File: src/rtl/conv_pkg.sv
`default_nettype none
// ============================================================================
// Module : conv_pkg
// Shared state type, output-dimension helper and counter width default.
// Rev    : 1.0
// ============================================================================
package conv_pkg;

  localparam int c_cw_default = 8;

  typedef enum logic [1:0] {
    ST_IDLE = 2'd0,
    ST_RUN  = 2'd1,
    ST_DONE = 2'd2
  } state_t;

  // Returns 0 when the kernel does not fit, so callers can reject the config.
  function automatic int out_dim(input int img, input int ker, input int pad, input int stride);
    int span;
    span = img + 2 * pad - ker;
    if (span < 0 || stride < 1) return 0;
    return span / stride + 1;
  endfunction

endpackage
`default_nettype wire

File: src/rtl/wrap_counter.sv
`default_nettype none
// ============================================================================
// Module : wrap_counter
// Modulo-MAX counter; wrap flags the step that returns it to zero.
// Rev    : 1.0
// ============================================================================
module wrap_counter #(
  parameter int MAX = 2,
  parameter int CW  = 8
) (
  input  logic          clk,
  input  logic          reset_n,
  input  logic          en,
  input  logic          clear,
  output logic [CW-1:0] count,
  output logic          wrap
);

  localparam logic [CW-1:0] c_last = CW'(MAX - 1);

  logic [CW-1:0] r_count;

  assign wrap  = en && (r_count == c_last);
  assign count = r_count;

  always_ff @(posedge clk or negedge reset_n) begin
    if (!reset_n) begin
      r_count <= '0;
    end else if (clear || wrap) begin
      r_count <= '0;
    end else if (en) begin
      r_count <= r_count + CW'(1);
    end
  end

endmodule
`default_nettype wire

File: src/rtl/conv_iterator.sv
`default_nettype none
// ============================================================================
// Module : conv_iterator
// Convolution loop sequencer (ker_x, ker_y, ch, out_x, out_y); CONV_ITER_PAD_EN
// enables zero-pad borders. Rev : 1.0
// ============================================================================
module conv_iterator
  import conv_pkg::*;
#(
  parameter int IMG_W    = 8,
  parameter int IMG_H    = 8,
  parameter int KER_W    = 3,
  parameter int KER_H    = 3,
  parameter int CHANNELS = 1,
  parameter int STRIDE   = 1,
  parameter int PAD      = 0,
  parameter int CW       = c_cw_default
) (
  input  logic                 clk,
  input  logic                 reset_n,
  input  logic                 start,
  input  logic                 ready,
  output logic        [CW-1:0] out_x,
  output logic        [CW-1:0] out_y,
  output logic        [CW-1:0] ch,
  output logic        [CW-1:0] ker_x,
  output logic        [CW-1:0] ker_y,
  output logic        [CW-1:0] out_idx,
  output logic signed [CW-1:0] in_row,
  output logic signed [CW-1:0] in_col,
  output logic                 pad_zero,
  output logic                 en_sum,
  output logic                 save,
  output logic                 busy,
  output logic                 finish
);

`ifdef CONV_ITER_PAD_EN
  localparam int c_pad = PAD;
`else
  localparam int c_pad = PAD * 0;
`endif
  localparam int c_out_w = out_dim(IMG_W, KER_W, c_pad, STRIDE);
  localparam int c_out_h = out_dim(IMG_H, KER_H, c_pad, STRIDE);

  generate
    if (c_out_w < 1 || c_out_h < 1) begin : g_bad_cfg
      $error("conv_iterator: output dimension below 1");
    end
  endgenerate

  state_t        r_state, w_state_next;
  logic          w_run, w_step;
  logic          w_wrap_kx, w_wrap_ky, w_wrap_ch, w_wrap_ox, w_wrap_oy;
  logic [CW-1:0] w_kx, w_ky, w_ch, w_ox, w_oy;
  int            w_row, w_col, w_idx;

  always_ff @(posedge clk or negedge reset_n) begin
    if (!reset_n) r_state <= ST_IDLE;
    else          r_state <= w_state_next;
  end

  always_comb begin
    w_state_next = r_state;
    case (r_state)
      ST_IDLE: if (start) w_state_next = ST_RUN;
      ST_RUN:  if (w_wrap_oy) w_state_next = ST_DONE;
      ST_DONE: w_state_next = ST_IDLE;
      default: w_state_next = ST_IDLE;
    endcase
  end

  assign w_run  = (r_state == ST_RUN);
  assign w_step = w_run && ready;

  // Counters are cleared outside RUN; each wrap enables the next level out.
  wrap_counter #(.MAX(KER_W),    .CW(CW)) u_ker_x (.clk(clk), .reset_n(reset_n), .en(w_step),    .clear(!w_run), .count(w_kx), .wrap(w_wrap_kx));
  wrap_counter #(.MAX(KER_H),    .CW(CW)) u_ker_y (.clk(clk), .reset_n(reset_n), .en(w_wrap_kx), .clear(!w_run), .count(w_ky), .wrap(w_wrap_ky));
  wrap_counter #(.MAX(CHANNELS), .CW(CW)) u_ch    (.clk(clk), .reset_n(reset_n), .en(w_wrap_ky), .clear(!w_run), .count(w_ch), .wrap(w_wrap_ch));
  wrap_counter #(.MAX(c_out_w),  .CW(CW)) u_out_x (.clk(clk), .reset_n(reset_n), .en(w_wrap_ch), .clear(!w_run), .count(w_ox), .wrap(w_wrap_ox));
  wrap_counter #(.MAX(c_out_h),  .CW(CW)) u_out_y (.clk(clk), .reset_n(reset_n), .en(w_wrap_ox), .clear(!w_run), .count(w_oy), .wrap(w_wrap_oy));

  always_comb begin
    w_row = int'(w_oy) * STRIDE + int'(w_ky) - c_pad;
    w_col = int'(w_ox) * STRIDE + int'(w_kx) - c_pad;
    w_idx = int'(w_oy) * c_out_w + int'(w_ox);
  end

  assign out_x   = w_ox;
  assign out_y   = w_oy;
  assign ch      = w_ch;
  assign ker_x   = w_kx;
  assign ker_y   = w_ky;
  assign out_idx = CW'(w_idx);
  // Gated so that a negative pad offset never shows outside RUN.
  assign in_row  = w_run ? CW'(w_row) : '0;
  assign in_col  = w_run ? CW'(w_col) : '0;

`ifdef CONV_ITER_PAD_EN
  assign pad_zero = w_run && (w_row < 0 || w_row >= IMG_H || w_col < 0 || w_col >= IMG_W);
`else
  assign pad_zero = 1'b0;
`endif

  assign en_sum = w_step;
  assign save   = w_wrap_ch;
  assign busy   = w_run;
  assign finish = (r_state == ST_DONE);

endmodule
`default_nettype wire

File: config.mk
export PLATFORM = sky130hd
export DESIGN_NAME = conv_iterator
export DESIGN_NICKNAME = d
export VERILOG_FILES = /design/src/rtl/conv_pkg.sv /design/src/rtl/wrap_counter.sv /design/src/rtl/conv_iterator.sv
export SDC_FILE = /design/constraint.sdc
export NUM_CORES = 1
export LEC_CHECK = 0
export ABC_AREA = 1
export CORE_AREA = 2 2 84 86
export CTS_BUF_LIST = sky130_fd_sc_hd__clkbuf_8
export CTS_CLUSTER_SIZE = 28
export DETAILED_ROUTE_END_ITERATION = 8
export DIE_AREA = 0 0 86 88
export GPL_ROUTABILITY_DRIVEN = 0
export PLACE_DENSITY = 0.81
export REMOVE_ABC_BUFFERS = 1
export SLEW_MARGIN = 20
export SYNTH_ARGS = -nofsm -noshare
export SYNTH_HDL_FRONTEND = slang
export SYNTH_SLANG_ARGS = --single-unit
export TNS_END_PERCENT = 30
File: constraint.sdc
create_clock -name clk -period 8.9 [get_ports clk]
set_input_delay 1.78 -clock clk [delete_from_list [all_inputs] [get_ports clk]]
set_output_delay 1.78 -clock clk [all_outputs]
set_load 0.01 [all_outputs]
==> flow_summary.toml <==
[status]
outcome = "completed"

[grt]
grt_max_degree = 43
grt_util_all_layers = 0.260
antenna_found_initial = 0
grt_pass1_vias = 3388
overflow = 0
grt_pass1_wl_um = 15800

[placed_design]
detailed_place_hpwl_um = 7060
placement.io_buffers = 71

[worst_setup_path]
endpoint_kind = "output pin"
worstPathMaxFanout = 7
worstSetupPathType = "in2out"
critPathLaunchType = "input pin"
crit_required_ns = 7.12
arrival_ns = 3.51

[synthesis]
async_flop_share = 1.00
netlist-cell-type-count = 40
synth_ff_type = "dfrtp_1"
synth_top_family_by_area = "simple AND/OR/NAND/NOR gates"
synth_edf_count = 0
synth-compound-area-share = 0.0973
yosys_warnings = 0
synth_cells = 492
synth-simple-area-share = 0.315
synth-adder-area-share = 0.148
synth_area_mm2 = 0.00366
yosysSeqAreaShare = 0.287
ys_seq_elements = 42
synthXorXnorAreaFrac = 0.0717
syn_avg_cell_area_um2 = 7.45
yosys-mux-area-fraction = 0

[finish]
utilization = 0.681
nets = 609
multiInputGateArea_mm2 = 0.00232
area_growth_pct = 23.4
regArea_mm2 = 0.00105
layout_common_cells = "110 x nand2_1, 70 x clkdlybuf4s50_1, 53 x inv_1"
layout_commonest_cell = "nand2_1"
drive_gt1_frac = 0.0743
fillCellCount = 580
n_antenna_cell = 0

[detailed_routing]
drc = 0
detail-route-antenna-nets = 0
top_layer_used = "met4"
dr_wl_met2_um = 4560
dr_wl_met3_um = 458
routed_wl_um = 9430
first_pass_iters = 4
met1_length_um = 4300
drt_iter0_markers = 206
post_drt_wl_per_cell_um = 14.6
viasPerCell = 5.50
vias = 3548

[timing]
slew_headroom = 0.336
layout_min_cycle_time_ns = 5.29
fin_skew_ns = 0.00700
hold_viol = 0
tns_ns = 0
max_freq_mhz = 189
period_share = 0.595
worst_slew_pin_slew_ns = 0.997
finalSetupViolCount = 0
slew_violations = 0
rsz0062_at_grt = "no"

[power_and_ir_drop]
peakVddDrop_mv = 0.103
power.static_leakage_nw = 2.29
cellPowerDensity_mw_per_mm2 = 163
total_power_w = 0.000739

[floorplanning]
placementRows = 30
die_x_um = 86
dieArea_mm2 = 0.00757
coreArea_mm2 = 0.00664
pin_count = 73
initial_core_util = 0.551
die_h_um = 88

[clock_tree]
holdBufCountCts = 0
clockBufferDepth = 2
cts_tree = "built"
cts_resized = 0
post-cts-setup-buffers = 0
clk_pin_slew_ns = 0.08
cts.sinks = 42
root_buffer = "clkbuf_8"
numCtsBuffers = 5
clkLatencyLatePin_ns = 0.30
cts-htree-levels = 2

[job]
maxCapViolCount = 0

[min_path]
worstHoldPathType = "reg2reg"
-- flip-flops by register name, summed over array words and instances (netlist names) --
signal         cells
u_ch.count         8
u_out_x.count      8
u_out_y.count      8
u_ker_y.count      8
u_ker_x.count      8
r_state            2
-- synth_stat cells, drive strengths merged, types with 4 or more instances --
master | number | area [um2]
xor2 | 22 | 193
nor3 | 7 | 40.0
ha | 37 | 463
nor2 | 49 | 233
buf | 5 | 38.8
dfrtp | 42 | 1050
a21oi | 35 | 175
o21ai | 19 | 110
nand4 | 18 | 128
nand3 | 47 | 253
inv | 65 | 244
fa | 4 | 80.1
xnor2 | 8 | 70.1
nand2 | 116 | 465
nand3b | 4 | 30.0
-- worst paths after layout --
| kind | start | endpoint | slack, ns | cells past startpoint |
|---|---|---|---|---|
| max | ready | save | 3.61 | 6 |
| min | u_ch.count[6] | u_ch.count[6] | 0.52 | 2 |
| max reg2reg | u_ker_x.count[1] | u_ch.count[6] | 6.90 | 10 |
| min reg2reg | u_ch.count[6] | u_ch.count[6] | 0.52 | 2 |
| max in group asynchronous | reset_n | u_out_y.count[2] | 6.64 | 1 |
| min in group asynchronous | reset_n | u_ker_y.count[6] | 1.64 | 1 |
-- worst max-delay path: stages --
cell,delay (ns)
clkdlybuf4s50_1,0.56
inv_2,0.10
nor2_8,0.16
nand3_4,0.13
nor2_4,0.19
clkdlybuf4s50_1,0.59
-- metrics by stage --
stage | worst slack (ns) | hold slack [ns] | std cells | instance area, um2
floorplan | 4.68 | 0.532 | 486 | 3620
global placement | 3.65 | 0.492 | 637 | 4430
detailed placement | 3.62 | 0.493 | 637 | 4430
CTS | 3.61 | 0.519 | 645 | 4520
global route | 3.36 | 0.533 | 645 | 4520
finish | 3.61 | 0.523 | 645 | 4520
-- power by group --
part / internal, W / switching, W / leakage, nW
combinational: 0.000166 / 0.000178 / 1.71
sequential: 0.000212 / 0.0000500 / 0.542
clock: 0.0000624 / 0.0000698 / 0.0472
-- area by class of cell --
cell class,count,share of cell area
multi-input combinational,378,0.513
sequential,42,0.232
timing repair buffer,71,0.156
inverter,66,0.0551
tap,80,0.0221
clock buffer,6,0.0183
clock inverter,2,0.00277
-- layer usage --
| metal | vias to the layer above | track usage |
|---|---|---|
| li1 | 1763 | - |
| met2 | 92 | 0.436 |
| met4 | 0 | 0.0837 |
| met1 | 1679 | 0.350 |
| met5 | - | 0 |
| met3 | 14 | 0.0339 |
-- logic make-up after synthesis --
logic type / after synthesis
and+or+nand+nor: 242
AOI/OAI and AO/OA: 64
xor gates and xnor gates: 30
DFF: 42
adders and majority gates: 41
buffers and inverters: 72
other: 1
No activity file was read; power rests on OpenSTA's default activity.
